<file path="config.mk">
export PLATFORM = sky130hd
export DESIGN_NAME = mod_sub
export DESIGN_NICKNAME = d
export VERILOG_FILES = /design/src/rtl/mod_sub.sv
export SDC_FILE = /design/constraint.sdc
export NUM_CORES = 1
export LEC_CHECK = 0
export ABC_AREA = 1
export CORE_UTILIZATION = 50
export DETAILED_ROUTE_END_ITERATION = 12
export PLACE_DENSITY = 0.81
export SETUP_SLACK_MARGIN = 0.1
export SYNTH_ARGS = -nofsm -noshare
export SYNTH_HDL_FRONTEND = slang
export SYNTH_SLANG_ARGS = --single-unit
</file>
<file path="constraint.sdc">
create_clock -name vclk -period 13.65
set_input_delay 4.095 -clock vclk [all_inputs]
set_output_delay 4.095 -clock vclk [all_outputs]
set_load 0.05 [all_outputs]
</file>
<file path="src/rtl/mod_sub.sv">
// Modular subtractor (op1 - op2) mod Q for ML-KEM coefficients, canonical result in [0, Q-1].
// Define MOD_SUB_OUT_REG_EN to add one output register stage (1-cycle latency, sync active-low reset).
module mod_sub #(
    parameter int unsigned Q     = 3329,
    parameter int unsigned WIDTH = 12
) (
    input  logic             clk,
    input  logic             rst_n,
    input  logic             valid_i,
    input  logic [WIDTH-1:0] op1_i,
    input  logic [WIDTH-1:0] op2_i,
    output logic [WIDTH-1:0] result_o,
    output logic             valid_o,
    output logic             range_err_o
);

    localparam logic [WIDTH-1:0] QW = WIDTH'(Q);

    logic             op1_big, op2_big;
    logic [WIDTH-1:0] a_norm, b_norm;
    logic [WIDTH:0]   diff;
    logic [WIDTH-1:0] result_d;
    logic             range_err_d;

    always_comb begin
        op1_big = (op1_i >= QW);
        op2_big = (op2_i >= QW);
        a_norm  = op1_big ? (op1_i - QW) : op1_i;
        b_norm  = op2_big ? (op2_i - QW) : op2_i;
        diff    = {1'b0, a_norm} - {1'b0, b_norm};
        // A borrow means a negative difference; adding Q in WIDTH bits wraps it into [1, Q-1].
        result_d    = diff[WIDTH] ? (diff[WIDTH-1:0] + QW) : diff[WIDTH-1:0];
        range_err_d = valid_i & (op1_big | op2_big);
    end

`ifdef MOD_SUB_OUT_REG_EN
    logic [WIDTH-1:0] result_q;
    logic             range_err_q;
    logic             valid_q;

    always_ff @(posedge clk) begin
        if (!rst_n) begin
            result_q    <= '0;
            range_err_q <= 1'b0;
            valid_q     <= 1'b0;
        end else begin
            valid_q <= valid_i;
            if (valid_i) begin
                result_q    <= result_d;
                range_err_q <= range_err_d;
            end
        end
    end

    assign result_o    = result_q;
    assign range_err_o = range_err_q;
    assign valid_o     = valid_q;
`else
    logic unused_clk_rst;
    assign unused_clk_rst = clk ^ rst_n;

    assign result_o    = result_d;
    assign range_err_o = range_err_d;
    assign valid_o     = valid_i;
`endif

endmodule

</file>
==> results of run 1 <==
==> Yosys cell counts (all sizes together) <==
master	number
xnor2	5
or2	4
a31oi	3
buf	3
a21oi	9
o21a	1
nor2	27
a21boi	1
o31ai	1
nand4	6
o21bai	1
o21ai	17
a21o	1
nor4	1
fa	1
nand2	63
xor2	22
nor3	8
ha	17
inv	60
nand3	30
==> cells by family after synthesis <==
group,Yosys count,share of synthesized area [%]
AND/OR/NAND/NOR,139,41.9
adder cells (fa/ha/maj),18,14.4
AO/OA/AOI/OAI,34,12.7
buffers and inverters,63,15.5
XOR/XNOR,27,15.5
==> critical path, cell delays in order <==
cell and delay, ns:
clkdlybuf4s50_1 0.52, inv_1 0.10, ha_1 0.20, inv_1 0.08
nor3_1 0.13, inv_1 0.09, nand3_1 0.10, nand3_1 0.33
xor2_1 0.27, ha_1 0.24, fa_1 0.41, inv_1 0.09
nand2_1 0.06, nand2_1 0.06, nand3_1 0.06, nand2_1 0.14
nand4_1 0.11, nor2_1 0.13, nand3_1 0.10, nand3_1 0.12
nand2_1 0.06, nand2_1 0.05, nand2_1 0.04, inv_1 0.04
clkdlybuf4s50_1 0.78
==> final cells by class <==
cell class         instances  area share [%]
inverters                 60            11.0
well taps                 44            2.70
repair buffers            39            19.1
multi-input cells        218            67.1
==> final timing paths <==
check	from	end	slack, ns	depth (start not counted)
max	op2_i[0]	result_o[10]	1.11	25
min	valid_i	valid_o	9.31	2
==> routing by layer <==
layer | vias to the layer above | global-route usage, % | wire (um)
met5 | - | 0 | 0
met4 | 0 | 2.72 | 51
met3 | 4 | 0.220 | 92
met2 | 43 | 40.7 | 1620
met1 | 758 | 27.5 | 1600
li1 | 966 | - | -
==> stage by stage <==
stage	setup slack [ns]	total power, mW	utilization (%)	std cells
floorplan	2.19	0.134	-	281
global placement	1.20	0.181	66.8	361
detailed placement	1.09	0.183	66.8	361
CTS	1.09	0.184	66.8	361
global route	0.698	0.200	66.8	361
finish	1.11	0.183	66.8	361
==> report_power, final <==
group          switching [mW]  total (mW)  internal [mW]
registers                   0           0              0
clock network               0           0              0
logic                   0.118       0.183         0.0642
total                   0.118       0.183         0.0642
==> impl_metrics.json, run 1 <==
{
  "multiInputGateArea_sq_mm": 0.00137,
  "syn-num-nets": 326,
  "postCtsHoldBufs": 0,
  "cts_setup_buffers": 0,
  "start_kind": "primary input",
  "ir_worst_vdd_mv": 0.0290,
  "yosys-top-cells-area": "ha_1, inv_1, nand2_1",
  "grt_pass1_vias": 1554,
  "nets": 364,
  "fin_crit_ns": 12.54,
  "clkbuf_count": 0,
  "design_area_sq_mm": 0.00204,
  "core_sq_mm": 0.00305,
  "start_util_pct": 53.1,
  "cp.required_ns": 9.55,
  "grt_pass1_wl_um": 6050,
  "yosysTopAreaCellShare_pct": 13.1,
  "num_antenna_cells": 0,
  "syn_avg_cell_area_sq_um": 5.77,
  "setup_viol": 0,
  "routedWlPerCell_um": 9.31,
  "antenna_found_initial": 0,
  "most-common-layout-cells": "inv_1, nand2_1, clkdlybuf4s50_1",
  "grt_max_degree": 13,
  "fin_crit_sh_pct": 91.9,
  "yosysWarningCount": 0,
  "max_slew.worst_pin.slew_ns": 0.502,
  "power_leakage_nw": 1.03,
  "die_h_um": 58.9,
  "netlist_area_sq_mm": 0.00162,
  "drt-initial-drc-count": 54,
  "place_area_sq_mm": 0.00204,
  "hold_slack_ns": 9.31,
  "status": "finished, final reports clean",
  "detail-route-antenna-nets": 0,
  "drt-total-wl_um": 3360,
  "cp.arrival_ns": 8.45,
  "regArea_sq_um": 0,
  "die_w_um": 58.9,
  "synthCells": 281,
  "relSlewSlack_pct": 66.4,
  "crit_path_end_kind": "output pin",
  "dieArea_sq_mm": 0.00347,
  "place_hpwl_um": 3110,
  "crit_fanout": 11,
  "final_common_cell": "inv_1",
  "n_fill_cell": 325,
  "ys_types": 33,
  "area_growth_pct": 25.9,
  "hold_viol": 0,
  "vias_per_cell": 4.91,
  "yosysTopAreaCell": "ha_1",
  "io_pins": 41,
  "drive_gt1_share_pct": 10.4,
  "tns_ns": 0,
  "ctsResizeCount": 0,
  "n_sequential_cell": 0,
  "clock.fmax_ghz": 0.0797,
  "vias": 1771,
  "portBuffers": 39,
  "overflow": 0,
  "hold_class": "in2out",
  "p_per_area_mw_per_mm2": 89.5,
  "drc": 0,
  "dr.pass1.iters": 4,
  "ys_seq_area_share_pct": 0,
  "critPathKind": "in2out",
  "slew_viol_final": 0,
  "maxCapViolations": 0,
  "gr-usage-all-layers_pct": 21.4,
  "grt_setup_unrepaired": "no",
  "num_rows": 20,
  "place_congestion": 0.889
}
Note: power is estimated with default switching activity, not from simulation.
==> run 2, diff against run 1 <==
--- a/config.mk
+++ b/config.mk
@@ -9,6 +9,7 @@
 export CORE_UTILIZATION = 50
 export DETAILED_ROUTE_END_ITERATION = 12
 export PLACE_DENSITY = 0.81
+export RECOVER_POWER = 50
 export SETUP_SLACK_MARGIN = 0.1
 export SYNTH_ARGS = -nofsm -noshare
 export SYNTH_HDL_FRONTEND = slang
==> impl_metrics.json, run 2 (synthesis results as in run 1) <==
{
  "status": "finished, final reports clean",
  "clkbuf_count": 0,
  "drt-total-wl_um": 3360,
  "place_hpwl_um": 3110,
  "detailedPlace.worstSlack_ns": 1.09,
  "vias": 1769,
  "num_antenna_cells": 0,
  "multiInputGateArea_sq_mm": 0.00137,
  "n_sequential_cell": 0,
  "postCtsHoldBufs": 0,
  "clock.fmax_ghz": 0.0797,
  "overflow": 0,
  "fin_ws_ns": 1.11,
  "antenna_found_initial": 0,
  "relSlewSlack_pct": 65.8,
  "portBuffers": 39,
  "slew_viol_final": 0,
  "io_pins": 41,
  "gr-usage-all-layers_pct": 21.4,
  "critPathKind": "in2out",
  "grt_max_degree": 13,
  "n_fill_cell": 325,
  "grt_setup_unrepaired": "no",
  "power_leakage_nw": 1.03,
  "area_growth_pct": 25.9,
  "num_rows": 20,
  "die_w_um": 58.9,
  "place_congestion": 0.889,
  "p_per_area_mw_per_mm2": 88.4,
  "nets": 364,
  "detail-route-antenna-nets": 0,
  "start_util_pct": 53.1,
  "crit_path_end_kind": "output pin",
  "cp.arrival_ns": 8.45,
  "crit_fanout": 11,
  "fin_crit_sh_pct": 91.9,
  "most-common-layout-cells": "inv_1, nand2_1, clkdlybuf4s50_1",
  "cts_setup_buffers": 0,
  "max_slew.worst_pin.slew_ns": 0.512,
  "final_common_cell": "inv_1",
  "routedWlPerCell_um": 9.31,
  "dieArea_sq_mm": 0.00347,
  "drive_gt1_share_pct": 10.4,
  "grt_pass1_vias": 1554,
  "dr.pass1.iters": 4,
  "drt-initial-drc-count": 54,
  "regArea_sq_um": 0,
  "ir_worst_vdd_mv": 0.0290,
  "hold_viol": 0,
  "tns_ns": 0,
  "setup_viol": 0,
  "start_kind": "primary input",
  "cp.required_ns": 9.55,
  "vias_per_cell": 4.90,
  "ctsResizeCount": 0,
  "core_sq_mm": 0.00305,
  "hold_class": "in2out",
  "maxCapViolations": 0,
  "grt_pass1_wl_um": 6050,
  "die_h_um": 58.9,
  "drc": 0,
  "fin_crit_ns": 12.54
}
[run 2: changes by cell type in the layout (fill, tap and decap cells not counted)]
| cell | delta |
|---|---|
| dlygate4sd3_1 | +7 |
| clkdlybuf4s50_1 | -7 |
[run 2: final cells by class]
class,count,share of cell area (%)
multi-input cells,218,67.1
repair buffers,39,19.1
inverters,60,11.0
well taps,44,2.70
[run 2: per-stage QoR]
| step | hold slack (ns) | cell area, sq um | std cells | total power [mW] | utilization [%] |
|---|---|---|---|---|---|
| after floorplan | 8.36 | 1620 | 281 | 0.134 | - |
| after global placement | 9.31 | 2040 | 361 | 0.181 | 66.8 |
| after detailed placement | 9.31 | 2040 | 361 | 0.183 | 66.8 |
| after CTS | 9.31 | 2040 | 361 | 0.184 | 66.8 |
| after global routing | 9.39 | 2040 | 361 | 0.197 | 66.8 |
| final | 9.36 | 2040 | 361 | 0.180 | 66.8 |
[run 2: layer usage]
metal	wire length (um)	part of all wire (%)	global-route usage (%)
met3	92	2.7	0.220
met5	0	0	0
met4	51	1.5	2.72
met2	1620	48	40.7
met1	1600	48	27.5
[run 2: worst paths after layout]
| check | from | to | slack, ns | depth (start not counted) |
|---|---|---|---|---|
| setup / recovery | op2_i[0] | result_o[10] | 1.11 | 25 |
| hold / removal | valid_i | valid_o | 9.36 | 2 |
[run 2: where the power goes]
group	total (mW)	leakage [nW]	switching, mW	internal (mW)
Clock	0	0	0	0
Sequential	0	0	0	0
Combinational	0.180	1.03	0.118	0.0622
Total	0.180	1.03	0.118	0.0622
[run 2: worst max-delay path: stages]
cell and delay, ns:
clkdlybuf4s50_1 0.52, inv_1 0.10, ha_1 0.20, inv_1 0.08, nor3_1 0.13, inv_1 0.09, nand3_1 0.10, nand3_1 0.33
xor2_1 0.27, ha_1 0.24, fa_1 0.41, inv_1 0.09, nand2_1 0.06, nand2_1 0.06, nand3_1 0.06, nand2_1 0.14
nand4_1 0.11, nor2_1 0.13, nand3_1 0.10, nand3_1 0.12, nand2_1 0.06, nand2_1 0.05, nand2_1 0.04, inv_1 0.04
clkdlybuf4s50_1 0.78
==> run 3, diff against run 2 <==
--- a/config.mk
+++ b/config.mk
@@ -6,6 +6,7 @@
 export NUM_CORES = 1
 export LEC_CHECK = 0
 export ABC_AREA = 1
+export ABC_CLOCK_PERIOD_IN_PS = 13650
 export CORE_UTILIZATION = 50
 export DETAILED_ROUTE_END_ITERATION = 12
 export PLACE_DENSITY = 0.81
==> results of run 3 <==
No change in the layout: final DEF, timing and power equal those of run 2.
